===== src/rtl/uart_pkg.sv =====
// Shared types and helpers for the UART receiver.
//   parity_e  : parity mode (none / even / odd)
//   state_e   : receiver FSM states
//   calc_mod  : clocks per bit, rounded to nearest
package uart_pkg;

    typedef enum logic [1:0] {
        ParNone = 2'd0,
        ParEven = 2'd1,
        ParOdd  = 2'd2
    } parity_e;

    typedef enum logic [2:0] {
        StIdle,
        StStart,
        StData,
        StParity,
        StStop,
        StBreak
    } state_e;

    function automatic int unsigned calc_mod(input int unsigned f, input int unsigned baud);
        return (f + baud / 2) / baud;
    endfunction

endpackage


===== src/rtl/uart_counter.sv =====
// Bit-period counter: counts 0..N-1 and wraps.
//   i_clk   : clock
//   i_rst   : synchronous active-high reset (count -> 0)
//   clr     : synchronous clear (count -> 0)
//   count   : current count value
module uart_counter #(
    parameter int unsigned N = 10,
    localparam int unsigned W = $clog2(N)
) (
    input  logic         i_clk,
    input  logic         i_rst,
    input  logic         clr,
    output logic [W-1:0] count
);

    localparam logic [W-1:0] Last = W'(N - 1);

    always_ff @(posedge i_clk) begin
        if (i_rst || clr) begin
            count <= '0;
        end else if (count == Last) begin
            count <= '0;
        end else begin
            count <= count + W'(1);
        end
    end

endmodule


===== src/rtl/uart_rx_gen.sv =====
// UART receiver with 3-sample majority vote, optional parity, 1 or 2 stop bits.
//   i_clk, i_rst  : clock, synchronous active-high reset
//   i_rx          : asynchronous serial line, idle high
//   o_data        : received word, LSB first on the line
//   o_valid       : word/flags valid, held until i_ready
//   i_ready       : consumer accepts when o_valid & i_ready
//   o_parity_err  : parity mismatch for o_data
//   o_frame_err   : a stop bit sampled low for o_data
//   o_overrun     : one-cycle pulse when a completed frame is dropped
//   o_busy        : FSM not idle
module uart_rx_gen
    import uart_pkg::*;
#(
    parameter int unsigned F           = 50000000,
    parameter int unsigned BAUD        = 115200,
    parameter int unsigned DATA_BITS   = 8,
    parameter int unsigned PARITY      = 0,
    parameter int unsigned STOP_BITS   = 1,
    parameter int unsigned SYNC_STAGES = 2
) (
    input  logic                 i_clk,
    input  logic                 i_rst,
    input  logic                 i_rx,
    output logic [DATA_BITS-1:0] o_data,
    output logic                 o_valid,
    input  logic                 i_ready,
    output logic                 o_parity_err,
    output logic                 o_frame_err,
    output logic                 o_overrun,
    output logic                 o_busy
);

    localparam int unsigned   MOD      = calc_mod(F, BAUD);
    localparam int unsigned   CW       = $clog2(MOD);
    localparam logic [CW-1:0] SampA    = CW'(MOD / 2 - 1);
    localparam logic [CW-1:0] SampB    = CW'(MOD / 2);
    localparam logic [CW-1:0] SampC    = CW'(MOD / 2 + 1);
    localparam parity_e       ParMode  = parity_e'(PARITY[1:0]);
    localparam logic [3:0]    LastBit  = 4'(DATA_BITS - 1);
    localparam logic [1:0]    LastStop = 2'(STOP_BITS - 1);

    logic [SYNC_STAGES-1:0] sync_q;
    logic                   rx_s;
    state_e                 state_q, state_d;
    logic [CW-1:0]          count;
    logic                   cnt_clr;
    logic [1:0]             samp_q;
    logic                   maj;
    logic                   decide;
    logic                   deliver;
    logic [3:0]             bit_cnt_q;
    logic [1:0]             stop_cnt_q;
    logic [DATA_BITS-1:0]   shift_q;
    logic                   par_err_q;
    logic                   frm_err_q;
    logic                   exp_par;

    // Synchroniser resets to the idle (high) line level.
    always_ff @(posedge i_clk) begin
        if (i_rst) begin
            sync_q <= '1;
        end else begin
            sync_q <= {sync_q[SYNC_STAGES-2:0], i_rx};
        end
    end

    assign rx_s = sync_q[SYNC_STAGES-1];

    // Held at zero while idle so the first START cycle sees count 0.
    assign cnt_clr = (state_q == StIdle) || (state_q == StBreak);

    uart_counter #(
        .N (MOD)
    ) u_counter (
        .i_clk (i_clk),
        .i_rst (i_rst),
        .clr   (cnt_clr),
        .count (count)
    );

    // Third sample is the live synchronised line at the decision cycle.
    assign maj     = (samp_q[0] & samp_q[1]) | (samp_q[0] & rx_s) | (samp_q[1] & rx_s);
    assign decide  = (count == SampC) && (state_q != StIdle) && (state_q != StBreak);
    assign exp_par = (ParMode == ParOdd) ? ~(^shift_q) : (^shift_q);
    assign o_busy  = (state_q != StIdle);

    always_ff @(posedge i_clk) begin
        if (i_rst) begin
            state_q <= StIdle;
        end else begin
            state_q <= state_d;
        end
    end

    always_comb begin
        state_d = state_q;
        deliver = 1'b0;
        unique case (state_q)
            StIdle: begin
                if (!rx_s) state_d = StStart;
            end
            StStart: begin
                if (decide) state_d = maj ? StIdle : StData;
            end
            StData: begin
                if (decide && (bit_cnt_q == LastBit)) begin
                    state_d = (ParMode != ParNone) ? StParity : StStop;
                end
            end
            StParity: begin
                if (decide) state_d = StStop;
            end
            StStop: begin
                if (decide && (stop_cnt_q == LastStop)) begin
                    deliver = 1'b1;
                    state_d = maj ? StIdle : StBreak;
                end
            end
            StBreak: begin
                if (rx_s) state_d = StIdle;
            end
            default: state_d = StIdle;
        endcase
    end

    always_ff @(posedge i_clk) begin
        if (i_rst) begin
            samp_q       <= '0;
            bit_cnt_q    <= '0;
            stop_cnt_q   <= '0;
            shift_q      <= '0;
            par_err_q    <= 1'b0;
            frm_err_q    <= 1'b0;
            o_data       <= '0;
            o_valid      <= 1'b0;
            o_parity_err <= 1'b0;
            o_frame_err  <= 1'b0;
            o_overrun    <= 1'b0;
        end else begin
            o_overrun <= 1'b0;

            // Frame start: clear per-frame bookkeeping.
            if ((state_q == StIdle) && !rx_s) begin
                bit_cnt_q  <= '0;
                stop_cnt_q <= '0;
                par_err_q  <= 1'b0;
                frm_err_q  <= 1'b0;
            end

            if (count == SampA) samp_q[0] <= rx_s;
            if (count == SampB) samp_q[1] <= rx_s;

            if (decide) begin
                case (state_q)
                    StData: begin
                        shift_q   <= {maj, shift_q[DATA_BITS-1:1]};
                        bit_cnt_q <= bit_cnt_q + 4'd1;
                    end
                    StParity: par_err_q <= maj ^ exp_par;
                    StStop: begin
                        frm_err_q  <= frm_err_q | ~maj;
                        stop_cnt_q <= stop_cnt_q + 2'd1;
                    end
                    default: ;
                endcase
            end

            if (deliver && (!o_valid || i_ready)) begin
                o_data       <= shift_q;
                o_parity_err <= par_err_q;
                o_frame_err  <= frm_err_q | ~maj;
                o_valid      <= 1'b1;
            end else if (deliver) begin
                o_overrun <= 1'b1;
            end else if (o_valid && i_ready) begin
                o_valid <= 1'b0;
            end
        end
    end

endmodule


===== config.mk =====
export PLATFORM = sky130hd
export DESIGN_NAME = uart_rx_gen
export DESIGN_NICKNAME = d
export VERILOG_FILES = /design/src/rtl/uart_pkg.sv /design/src/rtl/uart_counter.sv /design/src/rtl/uart_rx_gen.sv
export SDC_FILE = /design/constraint.sdc
export NUM_CORES = 1
export LEC_CHECK = 0
export CAP_MARGIN = 25
export CORE_UTILIZATION = 35
export CTS_CLUSTER_DIAMETER = 60
export DETAILED_ROUTE_END_ITERATION = 8
export SYNTH_ARGS = -nofsm -noshare
export SYNTH_HDL_FRONTEND = slang
export SYNTH_SLANG_ARGS = --single-unit

===== constraint.sdc =====
create_clock -name i_clk -period 3.6 [get_ports i_clk]
set_input_delay 0.54 -clock i_clk [delete_from_list [all_inputs] [get_ports i_clk]]
set_output_delay 0.54 -clock i_clk [all_outputs]
set_load 0.01 [all_outputs]

==> flow_summary.yaml, run 1 <==
clocking:
  htreeDepth: 2
  clk_latency_ps: 300
  cts_tree: "built"
  postCtsSetupRepairBufs: 0
  cts_buffers: 5
  cts_hold_buf: 0
  cts_resized: 0
  cts.reportedPaths.clkPinSlew_ps: 80
  cts-root-buf: "clkbuf_8"
  cts_sinks: 44
  cts-root-to-sink-buffers: 2
logic_synthesis:
  ys_seq_area_share_pct: 43.2
  synth_compound_area_share_pct: 5.10
  ys_top_cells_by_area: "dfxtp_1 43%, mux2i_1 9.3%, nor2_1 7.2%, xnor2_1 3.9%, ha_1 3.7%"
  muxShareOfSynthArea_pct: 9.89
  syn_inst: 214
  synth_edf_count: 0
  yosys.area_share.simple_pct: 24.0
  ys_top_cells_by_count: "44 x dfxtp_1, 39 x nor2_1, 19 x mux2i_1"
  synth_xor_xnor_area_share_pct: 7.99
  synthArstFlopShare_pct: 0
  syn_nets: 224
  netlist.top_cell.by_area: "dfxtp_1"
  synth-warning-count: 0
  syn_area_mm2: 0.00204
  synth.top_cell.area_share_pct: 43.2
  synth_flop_cell: "dfxtp_1"
  yosys.cell_types.count: 45
  synth_most_common_cell: "dfxtp_1"
  synth_seq_cells: 44
  synth_top_family_by_area: "simple AND/OR/NAND/NOR gates"
  syn_area_per_cell_um2: 9.52
  synth_fa_ha_area_share_pct: 4.18
global_route:
  grt_busiest_layer: "met2"
  track_usage_pct: 12.5
  grtUsageMet1_pct: 16.7
  overflow: 0
  grt_use_met3_pct: 3.84
  grt_max_degree: 37
  grt_util_met2_pct: 18.2
  grt_pass1_wl_um: 5940
  grt_pass1_vias: 1261
  antenna_found_initial: 0
layout:
  n_antenna_cell: 0
  stdcell_count: 302
  design_area_mm2: 0.00233
  seq_area_um2: 881
  finalNetCount: 239
  drive_gt1_share_pct: 9.57
  multi_input_area_mm2: 0.00104
  n_fill_cell: 564
  area_growth_pct: 14.3
  final_util_pct: 41.8
placed_design:
  numPortBuffers: 16
  numPlacedInstances: 294
  place_congestion: 0.827
  dp_hpwl_um: 2320
  place_ws_ps: 1220
  dpl_cell_area_mm2: 0.00221
job:
  drv_cap: 0
run_status:
  status: "finished clean"
power_and_ir_drop:
  power_density_mw_per_mm2: 481
  p_sw_mw: 0.310
  clkPwrFrac_pct: 35.7
  swShare_pct: 27.7
  power_frac_comb_pct: 16.1
  intPower_mw: 0.810
  power_frac_seq_pct: 48.2
  p_leak_nw: 0.804
  ir_drop_uv: 201
  power_mw: 1.12
timing:
  relSlewSlack_pct: 39.6
  setup_tns_ps: 0
  period_needed_ps: 2360
  worst_pin_slew_ps: 899
  rsz0062_at_grt: "false"
  hold_viol: 0
  fin_ws_ps: 1240
  timing.fmax_mhz: 424
  slew_viol_final: 0
  setup_viol: 0
  finalClockSkew_ps: 5.73
  min_period_over_period_pct: 65.5
  hold-worst-slack_ps: 418
critical_path:
  required_ps: 3830
  cp_max_fo: 13
  r2r_slack_ps: 1240
  worstPathArrival_ps: 2590
  crit_family: "simple AND/OR/NAND/NOR gates"
  crit_slowest_cell: "nor4_4"
  timing.rr.end: "bit_cnt_q[3]$_SDFF_PP0_"
  criticalPathCategory: "register to register"
  endpoint_kind: "register"
  cp_num_buf_inv: 0
  critical_path.max_stage_delay_ps: 770
  r2r-start: "u_counter.count[5]$_SDFF_PP0_"
  cp_cell_sequence: "or4b_4 > nor4_4 > nand4_1 > or2_0 > a21oi_1"
  start_kind: "register"
  r2r_cells: 5
hold_path:
  hold_path.class: "register to register"
  hold-path-cell-count: 1
  min_to: "sync_q[1]$_SDFF_PP1_"
  min_from: "sync_q[0]$_SDFF_PP1_"
floorplanning:
  dieHeight_um: 78.3
  core-area_mm2: 0.00557
  num_rows: 27
  die_area_mm2: 0.00613
  die_w_um: 78.3
  start_util_pct: 36.5
  num_io_pins: 17
drt:
  drtIter0Drc: 71
  num_vias: 1451
  drc_errors: 0
  wl_per_cell_um: 11.4
  via_per_inst: 4.80
  drtPass1Iterations: 4
  drt_wl_total_um: 3450
  antenna_left: 0
[per-layer routing]
metal | wire (um) | up-vias
met1 | 1830 | 665
met2 | 1420 | 25
met3 | 142 | 6
li1 | - | 755
met5 | 0 | -
met4 | 65 | 0
[worst register-to-register path: cells and delay by family (launching register included)]
| family | cells | cell delay, ps |
|---|---|---|
| AND/OR/NAND/NOR | 4 | 1810 |
| flip-flops | 1 | 360 |
| AO/OA/AOI/OAI | 1 | 130 |
[cell families after synthesis]
group / after synthesis
compound gates: 16
xor+xnor: 17
fa+ha+maj: 7
buf+inv: 16
flops: 44
mux: 20
simple gates: 94
[power groups by stage]
stage                     clock [mW]  sequential, mW  combinational (mW)
after floorplan                    0           0.527               0.173
after global placement             0           0.551               0.181
after detailed placement           0           0.551               0.181
after CTS                      0.415           0.540               0.182
after global routing           0.434           0.546               0.206
final                          0.400           0.540               0.181
[worst max path at each step]
| stage | start | to | cells past startpoint |
|---|---|---|---|
| floorplan | u_counter.count[5]$_SDFF_PP0_ | o_data[0]$_SDFFE_PP0P_ | 6 |
| global placement | u_counter.count[5]$_SDFF_PP0_ | bit_cnt_q[3]$_SDFF_PP0_ | 5 |
| detailed placement | u_counter.count[5]$_SDFF_PP0_ | bit_cnt_q[3]$_SDFF_PP0_ | 5 |
| CTS | u_counter.count[5]$_SDFF_PP0_ | bit_cnt_q[3]$_SDFF_PP0_ | 5 |
| global route | u_counter.count[5]$_SDFF_PP0_ | bit_cnt_q[3]$_SDFF_PP0_ | 5 |
| finish | u_counter.count[5]$_SDFF_PP0_ | bit_cnt_q[3]$_SDFF_PP0_ | 5 |
[final cells by class]
type	instances	share of cell area [%]
Clock buffer	6	3.55
Tap cell	72	3.87
Sequential cell	44	37.8
Timing Repair Buffer	17	7.20
Clock inverter	2	1.67
Inverter	7	1.13
Multi-Input combinational cell	154	44.7
[cells in the final DEF (no fill, tap or decap), drive strengths merged, types with 6 or more instances in the layout]
cell           Yosys  final
a21oi              8      8
clkbuf             6      6
clkdlybuf4s50      0     16
dfxtp             44     44
ha                 6      6
inv                7      7
mux2i             19     19
nand2             14     14
nand3              9      9
nor2              39     39
xnor2              9      9
xor2               7      7
[flip-flops by register name (all words and copies together) (netlist names)]
signal and flops:
frm_err_q 1, shift_q 8, par_err_q 1, o_valid 1, o_data 8, o_overrun 1
bit_cnt_q 4, samp_q 2, o_frame_err 1, state_q 3, u_counter.count 9, stop_cnt_q 2
o_parity_err 1, sync_q 2
No activity file was read; power rests on OpenSTA's default activity.
==> inputs of run 2 (changes only) <==
- clock period: 3.6 -> 2.1 ns (I/O delays scaled with it)
==> flow_summary.yaml, run 2 (same netlist as run 1, synthesis figures left out) <==
critical_path:
  critical_path.max_stage_delay_ps: 500
  cp_cell_sequence: "nor2_1 > nand2_1 > clkdlybuf4s50_1"
  worstPathArrival_ps: 1680
  r2r_cells: 5
  cp_num_cells: 3
  crit_family: "buffers and inverters"
  criticalPathCategory: "register to output pin"
  cp_num_buf_inv: 1
  start_kind: "register"
  cp_max_fo: 10
  crit_slowest_cell: "clkdlybuf4s50_1"
  required_ps: 1780
  endpoint_kind: "output pin"
drt:
  drtIter0Drc: 51
  wl_per_cell_um: 12.3
  via_per_inst: 4.77
  drt_wl_total_um: 3840
  drtPass1Iterations: 4
  num_vias: 1487
  drc_errors: 0
  antenna_left: 0
global_route:
  grt_pass1_wl_um: 6700
  track_usage_pct: 14.0
  antenna_found_initial: 0
  overflow: 0
  grt_pass1_vias: 1415
  grt_max_degree: 27
floorplanning:
  core-area_mm2: 0.00557
  num_io_pins: 17
  dieHeight_um: 78.3
  die_area_mm2: 0.00613
  start_util_pct: 36.5
  num_rows: 27
  die_w_um: 78.3
layout:
  stdcell_count: 312
  largest_register_ffs: 9
  final_util_pct: 43.5
  seq_area_um2: 881
  multi_input_area_mm2: 0.00106
  design_area_mm2: 0.00243
  finalNetCount: 249
  n_fill_cell: 555
  reg.largest.list: "u_counter.count (9), o_data (8), shift_q (8)"
  regMostFlops: "u_counter.count"
  drive_gt1_share_pct: 14.6
  final_common_cell: "dfxtp_1"
  area_growth_pct: 19.2
  n_antenna_cell: 0
  layout_common_cells: "44 x dfxtp_1, 38 x nor2_1, 19 x mux2i_1, 16 x clkdlybuf4s50_1, 14 x nand2_1"
timing:
  slew_viol_final: 0
  setup_tns_ps: 0
  fin_ws_ps: 103
  setup_viol: 0
  worst_pin_slew_ps: 430
  min_period_over_period_pct: 95.1
  timing.fmax_mhz: 501
  relSlewSlack_pct: 71.3
  period_needed_ps: 2000
  hold_viol: 0
  finalClockSkew_ps: 9.62
hold_path:
  hold-path-cell-count: 1
  hold_path.class: "register to register"
placed_design:
  dpl_cell_area_mm2: 0.00229
  numPlacedInstances: 304
  place_ws_ps: 109
  dp_hpwl_um: 2630
  place_congestion: 0.786
  numPortBuffers: 16
clocking:
  cts_hold_buf: 0
  cts-root-buf: "clkbuf_8"
  clk_latency_ps: 300
  cts_buffers: 5
  cts-root-to-sink-buffers: 2
  cts.reportedPaths.clkPinSlew_ps: 90
  cts_tree: "built"
  htreeDepth: 2
  cts_sinks: 44
power_and_ir_drop:
  p_leak_nw: 0.859
  power_density_mw_per_mm2: 814
  ir_drop_uv: 375
job:
  drv_cap: 0
run_status:
  status: "finished clean"
run 2: final timing paths:
check | startpoint | to | slack [ps]
min reg2reg | sync_q[0]$_SDFF_PP1_ | sync_q[1]$_SDFF_PP1_ | 420
max | state_q[1]$_SDFFE_PP0P_ | o_busy | 100
min | sync_q[0]$_SDFF_PP1_ | sync_q[1]$_SDFF_PP1_ | 420
max reg2reg | u_counter.count[5]$_SDFF_PP0_ | shift_q[0]$_SDFFE_PP0P_ | 170
run 2: power by group:
| part | total [mW] | internal (mW) | switching, mW | leakage, nW |
|---|---|---|---|---|
| Sequential | 0.923 | 0.865 | 0.0583 | 0.355 |
| Combinational | 0.366 | 0.167 | 0.199 | 0.443 |
| Clock | 0.687 | 0.367 | 0.320 | 0.0607 |
run 2: timing repair:
item,in CTS,in global routing
setup endpoints to repair,0,3
setup buffers,0,0
resized for setup,0,3
run 2: layer usage:
metal  track usage (%)  vias up  share of wire (%)
met2              20.9       25                 42
met4              5.00        0                1.6
met5                 0        -                  0
met1              19.2      678                 52
li1                  -      777                  -
met3              3.95        7                4.7
run 2: area by class of cell:
class | count | share of cell area, %
Multi-Input combinational cell | 154 | 43.5
Sequential cell | 44 | 36.3
Timing Repair Buffer | 27 | 10.5
Tap cell | 72 | 3.71
Clock buffer | 5 | 2.84
Clock inverter | 3 | 2.06
Inverter | 7 | 1.08
run 2: stage by stage:
| step | hold WS, ps | power (mW) |
|---|---|---|
| after floorplan | 389 | 1.20 |
| after CTS | 420 | 1.99 |
| after detailed placement | 399 | 1.29 |
| after global routing | 440 | 2.09 |
| final | 419 | 1.98 |
| after global placement | 391 | 1.29 |
